`src/rtl/tls_pkg.sv`:
```
// Traffic-light shared definitions:
// channel FSM states, timer modes, phase periods.
package tls_pkg;

  typedef enum logic {
    ST_IDLE = 1'b0,
    ST_RUN  = 1'b1
  } state_t;

  localparam logic MODE_ONESHOT  = 1'b0;
  localparam logic MODE_PERIODIC = 1'b1;

  localparam int TL_WIDTH = 8;

  localparam logic [TL_WIDTH-1:0] T_MAIN_GREEN = 8'd30;
  localparam logic [TL_WIDTH-1:0] T_SIDE_GREEN = 8'd20;
  localparam logic [TL_WIDTH-1:0] T_YELLOW     = 8'd3;
  localparam logic [TL_WIDTH-1:0] T_ALL_RED    = 8'd2;
  localparam logic [TL_WIDTH-1:0] T_PED_WALK   = 8'd10;

  localparam int CH_MAIN = 0;
  localparam int CH_SIDE = 1;
  localparam int CH_PED  = 2;

endpackage

```
`src/rtl/timer_channel.sv`:
```
// One countdown channel: IDLE/RUN FSM,
// tick decrement, one-shot or auto-reload.
module timer_channel
  import tls_pkg::*;
#(
  parameter int WIDTH = 8
) (
  input  logic             clock,
  input  logic             reset_sync,
  input  logic             enable_tick,
  input  logic             start,
  input  logic [WIDTH-1:0] value,
  input  logic             periodic,
  input  logic             cancel,
  output logic             expired,
  output logic             busy,
  output logic [WIDTH-1:0] remaining
);

  localparam logic [WIDTH-1:0] ONE = WIDTH'(1);

  state_t           state;
  logic [WIDTH-1:0] cnt;
  logic [WIDTH-1:0] reload;
  logic             mode;

  // Channel FSM; reset > cancel > start > tick.
  always_ff @(posedge clock) begin
    if (reset_sync) begin
      state   <= ST_IDLE;
      cnt     <= '0;
      reload  <= '0;
      mode    <= MODE_ONESHOT;
      expired <= 1'b0;
    end else begin
      expired <= 1'b0;
      if (cancel) begin
        state <= ST_IDLE;
        cnt   <= '0;
      end else if (start) begin
        if (value == '0) begin
          expired <= 1'b1;
          state   <= ST_IDLE;
          cnt     <= '0;
        end else begin
          cnt    <= value;
          reload <= value;
          mode   <= periodic;
          state  <= ST_RUN;
        end
      end else if (state == ST_RUN && enable_tick) begin
        if (cnt == ONE) begin
          expired <= 1'b1;
          if (mode == MODE_PERIODIC) begin
            cnt <= reload;
          end else begin
            cnt   <= '0;
            state <= ST_IDLE;
          end
        end else begin
          cnt <= cnt - ONE;
        end
      end
    end
  end

  assign busy      = (state == ST_RUN);
  assign remaining = cnt;

endmodule

```
`src/rtl/multi_timer.sv`:
```
// Bank of independent countdown channels
// sharing one tick strobe.
module multi_timer
  import tls_pkg::*;
#(
  parameter int WIDTH    = 8,
  parameter int CHANNELS = 3
) (
  input  logic                      clock,
  input  logic                      reset_sync,
  input  logic                      enable_tick,
  input  logic [CHANNELS-1:0]       start,
  input  logic [CHANNELS*WIDTH-1:0] value,
  input  logic [CHANNELS-1:0]       periodic,
  input  logic [CHANNELS-1:0]       cancel,
  output logic [CHANNELS-1:0]       expired,
  output logic [CHANNELS-1:0]       busy,
  output logic [CHANNELS*WIDTH-1:0] remaining
);

  for (genvar i = 0; i < CHANNELS; i++) begin : g_ch
    timer_channel #(
      .WIDTH(WIDTH)
    ) u_ch (
      .clock      (clock),
      .reset_sync (reset_sync),
      .enable_tick(enable_tick),
      .start      (start[i]),
      .value      (value[i*WIDTH +: WIDTH]),
      .periodic   (periodic[i]),
      .cancel     (cancel[i]),
      .expired    (expired[i]),
      .busy       (busy[i]),
      .remaining  (remaining[i*WIDTH +: WIDTH])
    );
  end

endmodule

```
`config.mk`:
```
export PLATFORM = sky130hd
export DESIGN_NAME = multi_timer
export DESIGN_NICKNAME = d
export VERILOG_FILES = /design/src/rtl/tls_pkg.sv /design/src/rtl/timer_channel.sv /design/src/rtl/multi_timer.sv
export SDC_FILE = /design/constraint.sdc
export NUM_CORES = 1
export LEC_CHECK = 0
export CORE_AREA = 2 2 86 88
export CTS_BUF_LIST = sky130_fd_sc_hd__clkbuf_4 sky130_fd_sc_hd__clkbuf_8 sky130_fd_sc_hd__clkbuf_16
export CTS_CLUSTER_DIAMETER = 60
export CTS_CLUSTER_SIZE = 30
export DETAILED_ROUTE_END_ITERATION = 10
export DIE_AREA = 0 0 88 90
export HOLD_SLACK_MARGIN = 0.02
export PLACE_DENSITY = 0.73
export SKIP_CTS_REPAIR_TIMING = 1
export SLEW_MARGIN = 20
export SYNTH_ARGS = -nofsm -noshare
export SYNTH_HDL_FRONTEND = slang
export SYNTH_SLANG_ARGS = --single-unit
export TNS_END_PERCENT = 10
```
`constraint.sdc`:
```
create_clock -name clock -period 5 [get_ports clock]
set_input_delay 1 -clock clock [delete_from_list [all_inputs] [get_ports clock]]
set_output_delay 1 -clock clock [all_outputs]
set_load 0.05 [all_outputs]
```
Yosys cells after proc, flatten, opt, wreduce, memory -nomap -nowiden
Index checks and enable logic that the tools add are counted.
{"block": "classes", "addsub": 3, "multipliers": 0, "n_div": 0, "n_lt_le_gt_ge": 0, "n_eq_ne": 6, "n_shift": 0, "n_mux": 42, "bitwise": 6, "n_reduce_logical": 21}
{"operator": "two-way mux 8 bit", "n": 15}
{"operator": "two-way mux 1 bit", "n": 27}
{"operator": "== test 8 x 1 -> 1 bit (second input constant)", "n": 3}
{"operator": "logical NOT 8 bit", "n": 3}
{"operator": "subtractor 8 x 1 -> 8 bit (second input constant)", "n": 3}
{"operator": "AND reduction 3 bit", "n": 6}
{"operator": "nonzero test 2 bit", "n": 6}
{"operator": "!= test 2 bit (second input constant)", "n": 3}
{"operator": "inverter 1 bit", "n": 6}
{"operator": "OR reduction 2 bit", "n": 3}
{"operator": "logical AND 1 bit", "n": 3}
{"block": "word_totals", "reg_bits": 57, "latchBits": 0, "ramBits": 0, "romBits": 0, "word_cells": 93, "n_memories": 0}

Longest topological paths before layout
Gate-level depths: netlist of the first run.
{"block": "depth", "depth_word": 4, "mapped_depth": 7}

Hierarchy
A second synthesis of the first run with hierarchy kept.
{"block": "unflattened", "hier_cells": 347, "area_unflattened_um2": 3081.7}
{"mod": "timer_channel (g_ch[0].u_ch ...)", "n_inst": 2, "cells_per_inst": 116, "area_per_inst_um2": 1013.5, "seq_area_each_um2": 380.4}
{"mod": "timer_channel (g_ch[2].u_ch)", "n_inst": 1, "cells_per_inst": 115, "area_per_inst_um2": 1054.8, "seq_area_each_um2": 380.4}

Least setup slack after synthesis of the first run
Ideal clock, no wire load.
{"block": "synth_path", "kind": "reg-to-reg", "startpoint": "register g_ch[2].u_ch.cnt[1]", "endpoint": "register g_ch[2].u_ch.cnt[1]", "setup_time_ns": 0.117, "arrival_ns": 2.079, "slack_ns": 2.804, "path_stages_with_launch": 8, "n_path_buf": 1, "period_less_slack_ns": 2.196, "cell_sequence": "dfxtp_1 > inv_1 > ha_1 > nor3b_2 > and2_1 > buf_4 > a311o_1 > a32o_1"}
{"block": "synth_between", "elab_chain_len": 4, "elab_cells_between_ends": 5, "classes_between": "add/sub: 1; eq/ne: 1; mux: 3"}
{"item": "start: declaration", "line": "timer_channel.sv:23", "source": "logic [WIDTH-1:0] cnt;"}
{"item": "start signal: assignment", "line": "timer_channel.sv:46", "source": "cnt <= value;"}
{"item": "start signal: assignment", "line": "timer_channel.sv:55", "source": "cnt <= reload;"}
{"item": "start signal: assignment", "line": "timer_channel.sv:61", "source": "cnt <= cnt - ONE;"}
{"item": "subtractor 8 x 1 -> 8 bit / == test 8 x 1 -> 1 bit (equally long branches)", "line": "timer_channel.sv:61, timer_channel.sv:52"}
{"item": "two-way mux 8 bit (*)", "line": "timer_channel.sv:52", "source": "if (cnt == ONE) begin"}
{"item": "two-way mux 8 bit (*)", "line": "timer_channel.sv:51", "source": "end else if (state == ST_RUN && enable_tick) begin"}
{"item": "two-way mux 8 bit (*)", "line": "timer_channel.sv:40", "source": "end else if (start) begin"}
Every way passes the cells marked *; elsewhere a longest branch is shown, timed or not. The select of a mux whose other input is x is not followed.
A chain may end at the register's enable or synchronous reset.

Worst setup path in the final report of the first run
{"block": "layout_path", "startpoint": "input port start[2]", "endpoint": "register g_ch[2].u_ch.mode"}
{"block": "layout_between", "elab_chain_len": 1}
{"item": "start: declaration", "line": "multi_timer.sv:12", "source": "input logic [CHANNELS-1:0] start,"}
{"item": "AND reduction 3 bit (no source line)"}
{"item": "end signal: assignment", "line": "timer_channel.sv:48", "source": "mode <= periodic;"}
{"item": "end: declaration", "line": "timer_channel.sv:25", "source": "logic mode;"}
Every way passes these cells.

==> results_dict.tcl, run 1 <==
set metrics [dict create \
    vdd_ir_drop_max_uv 231 \
    fp.dieH_um 90 \
    cts_root_buffer "clkbuf_8" \
    synth_top_family_by_area "compound AO/OA/AOI/OAI gates" \
    path_clk_slew_ps 60 \
    hpwl_um 5990 \
    synth-xor-area-share_pct 1.65 \
    synth_fa_ha_area_share_pct 2.35 \
    clock-sinks 57 \
    layout-drive-gt1-share_pct 6.70 \
    synth_ff_type "dfxtp_1" \
    p_per_area_nw_per_um2 289 \
    syn_area_um2 3190 \
    drtIter0Drc 211 \
    port-buffer-count 65 \
    min_period_ps 3040 \
    critPathKind "input pin to flip-flop" \
    min_path_type "flip-flop to flip-flop" \
    cp-start-kind "input pin" \
    fin_area_um2 4020 \
    synthCells 364 \
    critical_path.endpoint_type "flip-flop" \
    ios 66 \
    yosys.cell_types.count 54 \
    ys_ff_latch 57 \
    r2r_slack_ps 2750 \
    dpl_worst_slack_ps 1630 \
    place_inst 501 \
    seq_area_frac_synth_pct 35.8 \
    post_drt_via_cell_ratio 5.84 \
    grt_max_degree 34 \
    cts_buffers 9 \
    wire_per_inst_um 15.9 \
    placed_cell_area_um2 3820 \
    yosys.area.top_type "dfxtp_1" \
    finalSetupTns_ps 0 \
    hold_slack_ps 480 \
    core.rowCount 31 \
    ctsHtreeMaxLevel 3 \
    post-route-util_pct 57.2 \
    synth.area.top_cells "dfxtp_1 (36%), mux2i_1 (8.8%), nor2_1 (4.5%)" \
    synth_edf_count 0 \
    diodes 0 \
    maxCapViolations 0 \
    seqCellArea_um2 1140 \
    leakage_nw 1.45 \
    p_total_mw 1.16 \
    worst_slew_pin_slew_ps 953 \
    synth_compound_area_share_pct 23.9 \
    syn_to_final_growth_pct 25.8 \
    cts.path.max_buffers 2 \
    remaining_drc_errors 0 \
    synthMuxAreaShare_pct 8.78 \
    num_vias 3020 \
    fin_crit_sh_pct 60.8 \
    status "complete, no violations" \
    max_freq_ghz 0.329 \
    required_ps 5200 \
    grt_pass1_wl_um 13300 \
    first_pass_iters 5 \
    arrival_ps 3240 \
    finalWirelength_um 8240 \
    finalMaxSlewViolations 0 \
    tritoncts "yes" \
    async_flop_share_pct 0 \
    grt_antenna_before_repair 0 \
    start_util_pct 45.5 \
    yosys_warnings 0 \
    synth_area_per_cell_um2 8.77 \
    stdcell_count 517 \
    hold_viol_final 0 \
    relSlewSlack_pct 36.3 \
    cp_max_fo 19 \
    synth_top_cell_area_share_pct 35.8 \
    dieArea_um2 7920 \
    synthSimpleGateAreaFrac_pct 21.2 \
    antenna_left 0 \
    die_w_um 88 \
    grt_pass1_vias 2750 \
    grt_remaining_overflow 0 \
    setup_violations 0 \
    track_usage_pct 20.8 \
    final_common_cell "clkdlybuf4s50_1" \
    multiInputGateArea_um2 1850 \
    final_cell_mix "clkdlybuf4s50_1 (65), dfxtp_1 (57), nor2_1 (38)" \
    num-fill-cells 636 \
    rsz0062_at_grt "false" \
    nets 455 \
    setup_slack_ps 1960 \
    syn_nets 406 \
    routabilityCongestion 0.902 \
    clk_latency_ps 320 \
    coreArea_um2 7020 \
    fin_skew_ps 5.76 \
]
[kinds of logic (layout without fill, tap and decap cells)]
logic type,Yosys count,after routing
AOI/OAI and AO/OA,105,105
and+or+nand+nor,123,123
DFF,57,57
muxes,28,28
buffers and inverters,39,93
adders and majority gates,6,6
xor gates and xnor gates,6,6
[sequential cells by signal, summed over array words and instances, names as in the netlist]
register and cells:
g_ch.u_ch.reload 24, g_ch.u_ch.mode 3, g_ch.u_ch.busy 3, g_ch.u_ch.remaining 24, g_ch.u_ch.expired 3
[worst max-delay path, stage by stage]
cell and delay, ps:
clkdlybuf4s50_1 870, nor2b_1 250, a21boi_1 790, mux2i_1 270
nor2_1 50
[per-layer routing]
layer  vias up  global-route usage, %  routed length [um]  share of wire [%]
met2       131                   31.4                3850                 47
met1      1405                   29.4                3780                 46
met3        12                   3.40                 502                6.1
met4         0                   7.82                 109                1.3
li1       1472                      -                   -                  -
met5         -                      0                   0                  0
[cell type report]
class / count / area share, %
Multi-Input combinational cell: 268 / 46.1
Clock buffer: 10 / 3.43
Clock inverter: 6 / 1.43
Sequential cell: 57 / 28.4
Tap cell: 99 / 3.09
Inverter: 10 / 0.935
Timing Repair Buffer: 67 / 16.6
[worst paths after layout]
kind,from,end,cells past startpoint
min,g_ch[2].u_ch.reload[2]$_SDFFE_PP0P_,g_ch[2].u_ch.reload[2]$_SDFFE_PP0P_,2
max reg2reg,g_ch[1].u_ch.remaining[0]$_SDFFE_PP0P_,g_ch[1].u_ch.remaining[3]$_SDFFE_PP0P_,5
min reg2reg,g_ch[2].u_ch.reload[2]$_SDFFE_PP0P_,g_ch[2].u_ch.reload[2]$_SDFFE_PP0P_,2
max,start[2],g_ch[2].u_ch.mode$_SDFFE_PP0P_,5
[power breakdown]
group          switching [mW]  internal [mW]
Sequential             0.0275          0.475
Clock                   0.180          0.240
Combinational           0.134          0.103
Total                   0.341          0.818
[cells in the mapped netlist (all sizes together), types with 7 or more instances]
cell	count
o31ai	7
nor2	38
a211oi	7
nand2b	8
nor4	11
a21oi	24
a31oi	13
nor3	8
nand2	19
buf	17
nand3	13
mux2i	28
a311oi	7
inv	10
dfxtp	57
clkbuf	12
o21ai	8
(Power assumes the default switching activity.)
==> inputs of run 2 (changes only) <==
==> constraint.sdc (replaced) <==
create_clock -name clock -period 3.2 [get_ports clock]
set_input_delay 0.64 -clock clock [delete_from_list [all_inputs] [get_ports clock]]
set_output_delay 0.64 -clock clock [all_outputs]
set_load 0.05 [all_outputs]
==> run 2 against run 1 <==
Non-clock buffer count grew 4. Clock skew up 2.2 ps. Core utilization increased by 0.71 points. Combinational power is 58% higher. Sequential share of layout area is 0.35 points lower. Via count up 3.5%. Clock-buffer cell count increased by 4. Critical path type is now flip-flop to output port. Global-route usage up 1.2 points. Sequential power rose by 56%.
==> results_dict.tcl, run 2 (synthesized netlist as in run 1, its figures left out) <==
set metrics [dict create \
    final_cell_mix "clkdlybuf4s50_1 (65), dfxtp_1 (57), nor2_1 (38)" \
    fin_crit_sh_pct 75.2 \
    final_common_cell "clkdlybuf4s50_1" \
    nets 459 \
    rsz0062_at_grt "false" \
    cts.path.max_buffers 2 \
    grt_max_degree 19 \
    remaining_drc_errors 0 \
    antenna_left 0 \
    syn_to_final_growth_pct 27.4 \
    fin_skew_ps 7.97 \
    cp_cell_sequence "clkdlybuf4s50_1" \
    hold_viol_final 0 \
    r2r.worst_path.cells 5 \
    reg2reg_from "g_ch[1].u_ch.remaining[0]$_SDFFE_PP0P_" \
    drtIter0Drc 156 \
    worst_slew_pin_slew_ps 1020 \
    tritoncts "yes" \
    startpoint "g_ch[2].u_ch.remaining[2]$_SDFFE_PP0P_" \
    coreArea_um2 7020 \
    slowest_stage "clkdlybuf4s50_1" \
    vdd_ir_drop_max_uv 231 \
    grt_pass1_vias 2890 \
    cpPeakStageDelay_ps 880 \
    leakage_nw 1.48 \
    critical_path_buf_inv_count 1 \
    required_ps 2560 \
    max_freq_ghz 0.416 \
    track_usage_pct 22.0 \
    ctsHtreeMaxLevel 3 \
    r2r_slack_ps 980 \
    die_w_um 88 \
    grt_remaining_overflow 0 \
    grt_antenna_before_repair 0 \
    p_per_area_nw_per_um2 461 \
    core.rowCount 31 \
    first_pass_iters 5 \
    finalSetupTns_ps 0 \
    crit_family "buffers and inverters" \
    min_path_type "flip-flop to flip-flop" \
    wire_per_inst_um 16.6 \
    cp_max_fo 8 \
    diodes 0 \
    layout-drive-gt1-share_pct 7.58 \
    cp-start-kind "flip-flop" \
    status "complete, no violations" \
    post_drt_via_cell_ratio 6.00 \
    grt_pass1_wl_um 13900 \
    num_vias 3127 \
    routabilityCongestion 0.920 \
    ios 66 \
    finalMaxSlewViolations 0 \
    cts_root_buffer "clkbuf_8" \
    maxCapViolations 0 \
    setup_slack_ps 795 \
    hpwl_um 6340 \
    start_util_pct 45.5 \
    cp_num_cells 1 \
    arrival_ps 1760 \
    setup_violations 0 \
    critPathKind "flip-flop to output port" \
    fp.dieH_um 90 \
    clock-sinks 57 \
    critical_path.endpoint_type "output port" \
    finalWirelength_um 8650 \
    path_clk_slew_ps 70 \
    crit_end "remaining[18]" \
    dpl_worst_slack_ps 586 \
    min_period_ps 2400 \
    dieArea_um2 7920 \
    clk_latency_ps 330 \
    worstReg2RegEnd "g_ch[1].u_ch.remaining[3]$_SDFFE_PP0P_" \
    cts_buffers 9 \
    port-buffer-count 65 \
    relSlewSlack_pct 31.6 \
]
[run 2: where the power goes]
part           switching, mW  internal (mW)  leakage (nW)
Combinational          0.211          0.164         0.903
Sequential            0.0432          0.743         0.466
Clock                  0.275          0.440         0.114
Total                  0.529           1.35          1.48
[run 2: metrics by stage]
stage	total power [mW]	hold slack (ps)	instance area [um^2]	utilization (%)	cells
finish	1.88	470	4070	57.9	521
global route	1.96	498	4070	57.9	521
CTS	1.89	473	4070	57.9	521
detailed placement	1.17	462	3850	54.8	505
global placement	1.17	464	3850	54.8	505
floorplan	1.04	450	3190	-	364
[run 2: layer usage]
layer	vias up	wire length (um)	track usage, %
met5	-	0	0
met4	0	211	8.85
met3	18	564	4.96
met2	144	4130	34.8
met1	1482	3750	28.7
li1	1483	-	-
[run 2: worst min-delay path by stage]
stage | start | to | depth (start not counted)
detailed placement | g_ch[2].u_ch.reload[2]$_SDFFE_PP0P_ | g_ch[2].u_ch.reload[2]$_SDFFE_PP0P_ | 2
global placement | g_ch[2].u_ch.reload[2]$_SDFFE_PP0P_ | g_ch[2].u_ch.reload[2]$_SDFFE_PP0P_ | 2
global route | g_ch[2].u_ch.reload[2]$_SDFFE_PP0P_ | g_ch[2].u_ch.reload[2]$_SDFFE_PP0P_ | 2
finish | g_ch[2].u_ch.reload[2]$_SDFFE_PP0P_ | g_ch[2].u_ch.reload[2]$_SDFFE_PP0P_ | 2
CTS | g_ch[2].u_ch.reload[2]$_SDFFE_PP0P_ | g_ch[2].u_ch.reload[2]$_SDFFE_PP0P_ | 2
floorplan | g_ch[2].u_ch.reload[2]$_SDFFE_PP0P_ | g_ch[2].u_ch.reload[2]$_SDFFE_PP0P_ | 2
[run 2: layout make-up]
class,count,area (um^2)
Tap cell,99,124
Sequential cell,57,1140
Fill cell,647,2960
Inverter,10,37.5
Clock inverter,2,35.0
Multi-Input combinational cell,268,1850
Timing Repair Buffer,71,696
Clock buffer,14,180
==> inputs of run 3 (changes only) <==
--- a/config.mk
+++ b/config.mk
@@ -5,14 +5,14 @@
 export SDC_FILE = /design/constraint.sdc
 export NUM_CORES = 1
 export LEC_CHECK = 0
-export CORE_AREA = 2 2 86 88
+export CORE_AREA = 2 2 87 89
 export CTS_BUF_LIST = sky130_fd_sc_hd__clkbuf_4 sky130_fd_sc_hd__clkbuf_8 sky130_fd_sc_hd__clkbuf_16
 export CTS_CLUSTER_DIAMETER = 60
 export CTS_CLUSTER_SIZE = 30
 export DETAILED_ROUTE_END_ITERATION = 10
-export DIE_AREA = 0 0 88 90
+export DIE_AREA = 0 0 89 91
 export HOLD_SLACK_MARGIN = 0.02
-export PLACE_DENSITY = 0.73
+export PLACE_DENSITY = 0.74
 export SKIP_CTS_REPAIR_TIMING = 1
 export SLEW_MARGIN = 20
 export SYNTH_ARGS = -nofsm -noshare
==> constraint.sdc (replaced) <==
create_clock -name clock -period 2.1 [get_ports clock]
set_input_delay 0.42 -clock clock [delete_from_list [all_inputs] [get_ports clock]]
set_output_delay 0.42 -clock clock [all_outputs]
set_load 0.05 [all_outputs]
==> run 3 against run 2 <==
First-iteration DRC count is 24% higher. Critical path depth unchanged. Via count increased by 5.5%. Global-route usage grew 1.7 points. Flip-flop and latch count stayed put. Hold slack better by 12 ps. Non-clock buffer count up 27. Clock power up 68%. Critical endpoint is now remaining[14].
==> results_dict.tcl, run 3 (synthesized netlist as in run 1, its figures left out) <==
set metrics [dict create \
    syn_to_final_growth_pct 35.4 \
    min_period_ps 2070 \
    routabilityCongestion 0.882 \
    reg2reg_from "g_ch[0].u_ch.remaining[0]$_SDFFE_PP0P_" \
    max_freq_ghz 0.482 \
    hpwl_um 6730 \
    final_common_cell "dfxtp_1" \
    startpoint "g_ch[1].u_ch.remaining[6]$_SDFFE_PP0P_" \
    critical_path.endpoint_type "output port" \
    post_drt_via_cell_ratio 6.02 \
    cpPeakStageDelay_ps 860 \
    grt_pass1_wl_um 15200 \
    cts_root_buffer "clkbuf_8" \
    clk_latency_ps 350 \
    setup_slack_ps 25.5 \
    num_vias 3300 \
    dpl_worst_slack_ps -301 \
    worst_slew_pin_slew_ps 682 \
    vdd_ir_drop_max_uv 456 \
    wire_per_inst_um 17.2 \
    layout-drive-gt1-share_pct 14.9 \
    final_cell_mix "dfxtp_1 (56), clkdlybuf4s50_1 (44), buf_4 (39)" \
    min_path_type "flip-flop to flip-flop" \
    top_layer "met4" \
    hold_viol_final 0 \
    fp.dieH_um 91 \
    maxCapViolations 0 \
    cts.path.max_buffers 2 \
    wl_met3_um 588 \
    grt_antenna_before_repair 0 \
    cp_cell_sequence "clkdlybuf4s50_1" \
    cp_max_fo 6 \
    grt_pass1_vias 3145 \
    relSlewSlack_pct 54.4 \
    critPathKind "flip-flop to output port" \
    setup_violations 0 \
    remaining_drc_errors 0 \
    wl_met2_um 4630 \
    status "complete, no violations" \
    r2r_slack_ps 210 \
    dieArea_um2 8100 \
    p_per_area_nw_per_um2 697 \
    grt_remaining_overflow 0 \
    fin_skew_ps 9.57 \
    rsz0062_at_grt "false" \
    track_usage_pct 23.8 \
    slowest_stage "clkdlybuf4s50_1" \
    cts_buffers 9 \
    ctsHtreeMaxLevel 3 \
    drt-met1-wl_um 4010 \
    min_from "g_ch[2].u_ch.reload[2]$_SDFFE_PP0P_" \
    fin_area_um2 4320 \
    arrival_ps 1650 \
    tritoncts "yes" \
    finalMaxSlewViolations 0 \
    crit_family "buffers and inverters" \
    port-buffer-count 65 \
    fin_crit_sh_pct 98.8 \
    required_ps 1680 \
    ios 66 \
    finalWirelength_um 9410 \
    cp-start-kind "flip-flop" \
    path_clk_slew_ps 70 \
    start_util_pct 44.7 \
    num-fill-cells 642 \
    die_w_um 89 \
    clock-sinks 57 \
    antenna_left 0 \
    coreArea_um2 7140 \
    drtIter0Drc 193 \
    core.rowCount 31 \
    first_pass_iters 5 \
    leakage_nw 1.88 \
    nets 486 \
    grt_max_degree 34 \
    placed_cell_area_um2 4050 \
    critical_path_buf_inv_count 1 \
    diodes 0 \
]
-- run 3: metal layers --
layer  vias up  GRT usage, %
met1      1602          30.1
met4         0          9.58
met5         -             0
met3        19          5.64
li1       1537             -
met2       142          38.4
-- run 3: path summary, 6_finish.rpt --
path	end	cells past startpoint
worst max register to register	g_ch[0].u_ch.remaining[3]$_SDFFE_PP0P_	6
worst max-delay path	remaining[14]	1
worst min register to register	g_ch[2].u_ch.reload[2]$_SDFFE_PP0P_	2
worst min-delay path	g_ch[2].u_ch.reload[2]$_SDFFE_PP0P_	2
-- run 3: worst min-delay path, cell delays in order (launching register included) --
cell and delay (ps):
dfxtp_1 310, nand2b_1 60, a21oi_1 60
-- run 3: report_power, final --
part / leakage [nW] / switching (mW) / internal (mW) / total [mW]
clock: 0.115 / 0.468 / 0.728 / 1.20
sequential: 0.467 / 0.0668 / 1.13 / 1.20
combinational: 1.29 / 0.337 / 0.280 / 0.617
total: 1.88 / 0.871 / 2.14 / 3.01
-- run 3: metrics by stage --
stage	hold WS (ps)	power, mW	std cells	setup TNS [ps]	util (%)
final	483	3.01	548	0	60.5
after global routing	526	3.12	548	0	60.5
after CTS	480	3.02	548	-146	59.9
after detailed placement	469	1.83	532	-2490	56.7
after global placement	458	1.82	532	-2260	56.7
after floorplan	450	1.59	364	0	-
-- run 3: final cells by class --
type | count | area [um^2] | area share (%)
inverters | 10 | 37.5 | 0.869
clock inverters | 5 | 77.6 | 1.80
repair buffers | 98 | 928 | 21.5
well taps | 99 | 124 | 2.87
flip-flops and latches | 57 | 1140 | 26.4
clock buffers | 11 | 151 | 3.50
multi-input cells | 268 | 1860 | 43.0
